<file path="src/rtl/multicycle_control_pkg.sv">
// Shared encodings for the multicycle control FSM: state codes, opcodes
// and the ALU select/class fields driven by the controller.
package multicycle_control_pkg;

    localparam logic [3:0] ST_FETCH    = 4'd0;
    localparam logic [3:0] ST_DECODE   = 4'd1;
    localparam logic [3:0] ST_MEM_ADDR = 4'd2;
    localparam logic [3:0] ST_MEM_RD   = 4'd3;
    localparam logic [3:0] ST_MEM_WB   = 4'd4;
    localparam logic [3:0] ST_MEM_WR   = 4'd5;
    localparam logic [3:0] ST_EXEC_R   = 4'd6;
    localparam logic [3:0] ST_ALU_WB   = 4'd7;
    localparam logic [3:0] ST_BRANCH   = 4'd8;
    localparam logic [3:0] ST_TRAP     = 4'd9;

    localparam logic [6:0] OP_R      = 7'b0110011;
    localparam logic [6:0] OP_LOAD   = 7'b0000011;
    localparam logic [6:0] OP_STORE  = 7'b0100011;
    localparam logic [6:0] OP_BRANCH = 7'b1100011;
    localparam logic [6:0] OP_NOP    = 7'b0000000;

    localparam logic [1:0] ALU_OP_ADD   = 2'b00;
    localparam logic [1:0] ALU_OP_SUB   = 2'b01;
    localparam logic [1:0] ALU_OP_FUNCT = 2'b10;

    localparam logic [1:0] SRC_B_RS2  = 2'b00;
    localparam logic [1:0] SRC_B_FOUR = 2'b01;
    localparam logic [1:0] SRC_B_IMM  = 2'b11;

endpackage

</file>
<file path="src/rtl/multicycle_control_retire_counter.sv">
// 32-bit retired-instruction counter; wraps naturally at 2^32.
module retire_counter (
    input  logic        clk,
    input  logic        rst,
    input  logic        inc,
    output logic [31:0] count
);

    logic [31:0] count_reg;

    always_ff @(posedge clk or posedge rst) begin
        if (rst) begin
            count_reg <= 32'd0;
        end else if (inc) begin
            count_reg <= count_reg + 32'd1;
        end
    end

    assign count = count_reg;

endmodule

</file>
<file path="src/rtl/multicycle_control.sv">
// Multicycle datapath controller: Moore-style strobes per state, with only
// the fetch handshake and branch zero flag gating outputs combinationally.
module multicycle_control
    import multicycle_control_pkg::*;
(
    input  logic        clk,
    input  logic        rst,
    input  logic [6:0]  opcode,
    input  logic        zero,
    input  logic        mem_ready,
    output logic        pc_write,
    output logic        ir_write,
    output logic        mem_read,
    output logic        mem_write,
    output logic        i_or_d,
    output logic        reg_write,
    output logic        mem_to_reg,
    output logic        alu_src_a,
    output logic [1:0]  alu_src_b,
    output logic [1:0]  alu_op,
    output logic        pc_src,
    output logic        illegal,
    output logic [31:0] retired,
    output logic [3:0]  state
);

    logic [3:0] state_reg;
    logic [3:0] state_next;
    logic [6:0] opcode_reg;
    logic       illegal_reg;
    logic       retire_inc;

    always_ff @(posedge clk or posedge rst) begin
        if (rst) begin
            state_reg   <= ST_FETCH;
            opcode_reg  <= OP_NOP;
            illegal_reg <= 1'b0;
        end else begin
            state_reg <= state_next;
            if (state_reg == ST_DECODE) begin
                opcode_reg <= opcode;
            end
            if (state_next == ST_TRAP) begin
                illegal_reg <= 1'b1;
            end
        end
    end

    always_comb begin
        state_next = state_reg;
        case (state_reg)
            ST_FETCH:    if (mem_ready) state_next = ST_DECODE;
            ST_DECODE: begin
                case (opcode)
                    OP_R:               state_next = ST_EXEC_R;
                    OP_LOAD, OP_STORE:  state_next = ST_MEM_ADDR;
                    OP_BRANCH:          state_next = ST_BRANCH;
                    OP_NOP:             state_next = ST_FETCH;
                    default:            state_next = ST_TRAP;
                endcase
            end
            // MEM_ADDR is only reachable with a load or store latched.
            ST_MEM_ADDR: state_next = (opcode_reg == OP_STORE) ? ST_MEM_WR : ST_MEM_RD;
            ST_MEM_RD:   if (mem_ready) state_next = ST_MEM_WB;
            ST_MEM_WB:   state_next = ST_FETCH;
            ST_MEM_WR:   if (mem_ready) state_next = ST_FETCH;
            ST_EXEC_R:   state_next = ST_ALU_WB;
            ST_ALU_WB:   state_next = ST_FETCH;
            ST_BRANCH:   state_next = ST_FETCH;
            ST_TRAP:     state_next = ST_TRAP;
            default:     state_next = ST_FETCH;
        endcase
    end

    always_comb begin
        retire_inc = 1'b0;
        case (state_reg)
            ST_MEM_WB, ST_ALU_WB, ST_BRANCH: retire_inc = 1'b1;
            ST_MEM_WR:                       retire_inc = mem_ready;
            ST_DECODE:                       retire_inc = (opcode == OP_NOP);
            default:                         retire_inc = 1'b0;
        endcase
    end

    always_comb begin
        pc_write   = 1'b0;
        ir_write   = 1'b0;
        mem_read   = 1'b0;
        mem_write  = 1'b0;
        i_or_d     = 1'b0;
        reg_write  = 1'b0;
        mem_to_reg = 1'b0;
        alu_src_a  = 1'b0;
        alu_src_b  = SRC_B_RS2;
        alu_op     = ALU_OP_ADD;
        pc_src     = 1'b0;
        case (state_reg)
            ST_FETCH: begin
                mem_read  = 1'b1;
                alu_src_b = SRC_B_FOUR;
                ir_write  = mem_ready;
                pc_write  = mem_ready;
            end
            ST_DECODE: begin
                alu_src_b = SRC_B_IMM;
            end
            ST_MEM_ADDR: begin
                alu_src_a = 1'b1;
                alu_src_b = SRC_B_IMM;
            end
            ST_MEM_RD: begin
                mem_read = 1'b1;
                i_or_d   = 1'b1;
            end
            ST_MEM_WB: begin
                reg_write  = 1'b1;
                mem_to_reg = 1'b1;
            end
            ST_MEM_WR: begin
                mem_write = 1'b1;
                i_or_d    = 1'b1;
            end
            ST_EXEC_R: begin
                alu_src_a = 1'b1;
                alu_op    = ALU_OP_FUNCT;
            end
            ST_ALU_WB: begin
                reg_write = 1'b1;
            end
            ST_BRANCH: begin
                alu_src_a = 1'b1;
                alu_op    = ALU_OP_SUB;
                pc_src    = 1'b1;
                pc_write  = zero;
            end
            default: begin
            end
        endcase
    end

    retire_counter u_retire (
        .clk   (clk),
        .rst   (rst),
        .inc   (retire_inc),
        .count (retired)
    );

    assign illegal = illegal_reg;
    assign state   = state_reg;

endmodule

</file>
<file path="config.mk">
export PLATFORM = sky130hd
export DESIGN_NAME = multicycle_control
export DESIGN_NICKNAME = d
export VERILOG_FILES = /design/src/rtl/multicycle_control_pkg.sv /design/src/rtl/multicycle_control_retire_counter.sv /design/src/rtl/multicycle_control.sv
export SDC_FILE = /design/constraint.sdc
export NUM_CORES = 1
export LEC_CHECK = 0
export ABC_AREA = 1
export CAP_MARGIN = 20
export CORE_MARGIN = 5
export CORE_UTILIZATION = 55
export CTS_CLUSTER_SIZE = 20
export DETAILED_ROUTE_END_ITERATION = 10
export DONT_BUFFER_PORTS = 1
export GPL_ROUTABILITY_DRIVEN = 0
export PLACE_DENSITY = 0.78
export SLEW_MARGIN = 20
export SYNTH_ARGS = -nofsm -noshare
export SYNTH_HDL_FRONTEND = slang
export SYNTH_HIERARCHICAL = 1
export SYNTH_SLANG_ARGS = --single-unit
export TNS_END_PERCENT = 20
</file>
<file path="constraint.sdc">
create_clock -name clk -period 2.2 [get_ports clk]
set_clock_uncertainty 0.15 [all_clocks]
set_input_delay 0.11 -clock clk [delete_from_list [all_inputs] [get_ports clk]]
set_output_delay 0.11 -clock clk [all_outputs]
set_load 0.02 [all_outputs]
</file>
==> run metrics <==
Worst-Skew Late Latency 0.29 ns; cells after synthesis 318; post-synth net total between 300 and 400; area of the multi-input gates 1267 um^2; NetSw 1.038 mW; Hold WS 0.01314 ns; startpoint types flop; TritonCTS clock tree yes; largest net degree at the start of global routing 33; part of the Yosys area used for sequential elements 0.4429; clock buffer depth 2; Peak supply drop 0.0005367 V; critical path class reg2reg; Worst-Margin Slew 0.4526 ns; CTS root buf clkbuf_8; share of power burned in combinational logic 0.352; post-place setup slack between 0.03 and 0.04 ns; # clock sinks 44; fraction of layout cells with a size suffix above 1 0.2011; commonest cells in the synthesized netlist nand2_1, inv_1, dfrtp_1; Placed Area 2669 um^2; synth top area cells dfrtp_1, nand2_1, inv_1; slowest stage cell on the critical path dfrtp_2; dpl hpwl 4254 um; Post-Synthesis Cell Area approximately 2500 um^2; CP endpoint kind flop; CP required approximately 2.2 ns; final worst setup slack 0.09526 ns; number of global-route vias before repair 2009; Seq cells post-synth 44; Register Area 1106 um^2; Initial DRC Count 139; die area 5964 um^2; number of antenna-violating nets in the routed design 0; Slew Viols, Final 0; DR vias/cell between 5 and 6; share of the synthesized area in the top cell type 0.4429; worst path bufs/invs 1; max reg flops 32; num rows 24; CP Max Fanout 5; Post-synth top flop dfrtp_1; outcome completed; Area growth syn-to-layout 18.42%; DP Cell Count 381; syn avg cell area 7.818 um^2; drt wl/cell 14.38 um; Netlist cell types 28; number of synthesized flops with an enable pin 0; # diodes 0; min Tclk post-route 2.105 ns; CP cell instances nor2_4 > inv_2 > a21oi_4 > nor2_2 > o221ai_4 > nand2_2 > nor2_4 > nand4_1 > nor2_2 > nand2_1 > nand2_1 > nand2_1; Post-synth ARST share 1.000; PwrDens 871.6 nW/um^2; hold_sp mem_ready; internal power 1.528 mW; WL final 5822 um; Tot GR Track Use 0.1988; first-pass detailed-route iteration total 4; WP data arrival approximately 2.1 ns; final period utilization 0.9567; Leak Pwr 1.513 nW; # fillers 363; Slew headroom 0.6979; Clk pin slew, worst setup/hold paths 0.08 ns; sequential share of power 0.447; number of remaining DRC errors 0; RR Startpoint state[1]; number of hold violations in the final report 0; most frequent cell after synthesis nand2_1; Initial Util 0.5671; Core Box Area 4384 um^2; most frequent CP cell nand2_1; RSZ-0062 raised after global routing yes; initial antenna violation count 0; cts bufs inserted 5; Hold WC Path Type in2reg; via count around 2100; CP top delay family simple AND/OR/NAND/NOR gates; Yosys top cell by area dfrtp_1; launch point of the worst path state[1]; Chip Width 77.23 um; first-pass GRT wire length between 9000 and 10000 um; clock share of power 0.201; num ports 61; maxcap violations 0; max frequency 475.1 MHz; PortBufs 0; post-route cell area 2944 um^2; Die Y 77.23 um; fin nets 364; Switching Share 0.4045; # setup viols final 0; # H-tree levels 2; Layout Cells excl Fill 405; Critical Path Max Stage Delay 0.47 ns; GRT overflow 0; Warnings, synthesis 6
[logic make-up (layout without fill, tap and decap cells)]
family | Yosys count | after routing | share of synthesized area
DFF | 44 | 44 | 0.4429
AOI/OAI and AO/OA | 13 | 13 | 0.03069
muxes | 1 | 1 | 0.004529
xor gates and xnor gates | 21 | 21 | 0.07398
and+or+nand+nor | 187 | 188 | 0.3654
buffers and inverters | 51 | 85 | 0.07750
adders and majority gates | 1 | 1 | 0.005032
[worst paths after layout]
kind | endpoint | slack (ns) | depth (start not counted)
min in group asynchronous | opcode_reg[4] | 0.13 | 2
max in group asynchronous | u_retire/count[21] | 1.39 | 3
max reg2reg | u_retire/count[24] | 0.1 | 12
min reg2reg | opcode_reg[1] | 0.33 | 2
min | state[0] | 0.01 | 4
max | u_retire/count[24] | 0.1 | 12
[metrics by stage]
stage                 util  total power [mW]  TNS (ns)
global route        0.6715             2.768  -0.03925
CTS                 0.6504             2.521         0
detailed placement  0.6087             1.980         0
finish              0.6715             2.566         0
floorplan                -             1.761         0
global placement    0.6087             1.955         0
[placed cells by master, fill, tap and decap left out, drive strengths merged]
master	n
nand4	14
o221ai	1
mux2	1
nor3	2
nand3	21
nand3b	2
o21ai	6
xnor2	7
ha	1
nor3b	1
o211ai	2
inv	50
nor2	46
a21oi	3
dlygate4sd3	9
clkinv	2
nand2	101
clkbuf	6
xor2	14
and2	1
dfrtp	44
a21boi	1
buf	18
[cell type report]
| type | instances | share of cell area |
|---|---|---|
| Clock buffer | 6 | 0.02805 |
| Clock inverter | 2 | 0.003400 |
| Inverter | 50 | 0.06375 |
| Multi-Input combinational cell | 224 | 0.4305 |
| Sequential cell | 44 | 0.3757 |
| Tap cell | 52 | 0.02210 |
| Timing Repair Buffer | 27 | 0.07650 |
[worst reg2reg max path, cell delays in order (launching register included)]
cell and delay (ns):
dfrtp_2 0.47, nor2_4 0.19, inv_2 0.07, a21oi_4 0.14, nor2_2 0.06, o221ai_4 0.08, nand2_2 0.12, nor2_4 0.16
nand4_1 0.17, nor2_2 0.22, nand2_1 0.07, nand2_1 0.06, nand2_1 0.05
[layer usage]
metal,routed length [um],GRT usage,part of all wire,vias to the layer above
met4,51,0.06873,0.0088,0
met3,338,0.04684,0.058,4
met2,2894,0.3300,0.50,63
li1,-,-,-,1053
met1,2538,0.2524,0.44,1014
met5,0,0,0,-
[power groups by stage]
stage	registers, mW	logic [mW]	clock network (mW)
2_1_floorplan	1.16	0.601	0
3_3_place_gp	1.15	0.809	0
3_5_place_dp	1.16	0.821	0
4_1_cts	1.14	0.840	0.537
5_1_grt	1.17	1.01	0.585
6_report	1.15	0.902	0.516
[timing repair]
item | in CTS | in global routing
resized for setup | 0 | 11
hold buffers | 9 | 0
setup buffers | 0 | 6
endpoints found under the setup margin | 0 | 18
endpoints found under the hold margin | 54 | 0
Note: power is estimated with default switching activity, not from simulation.
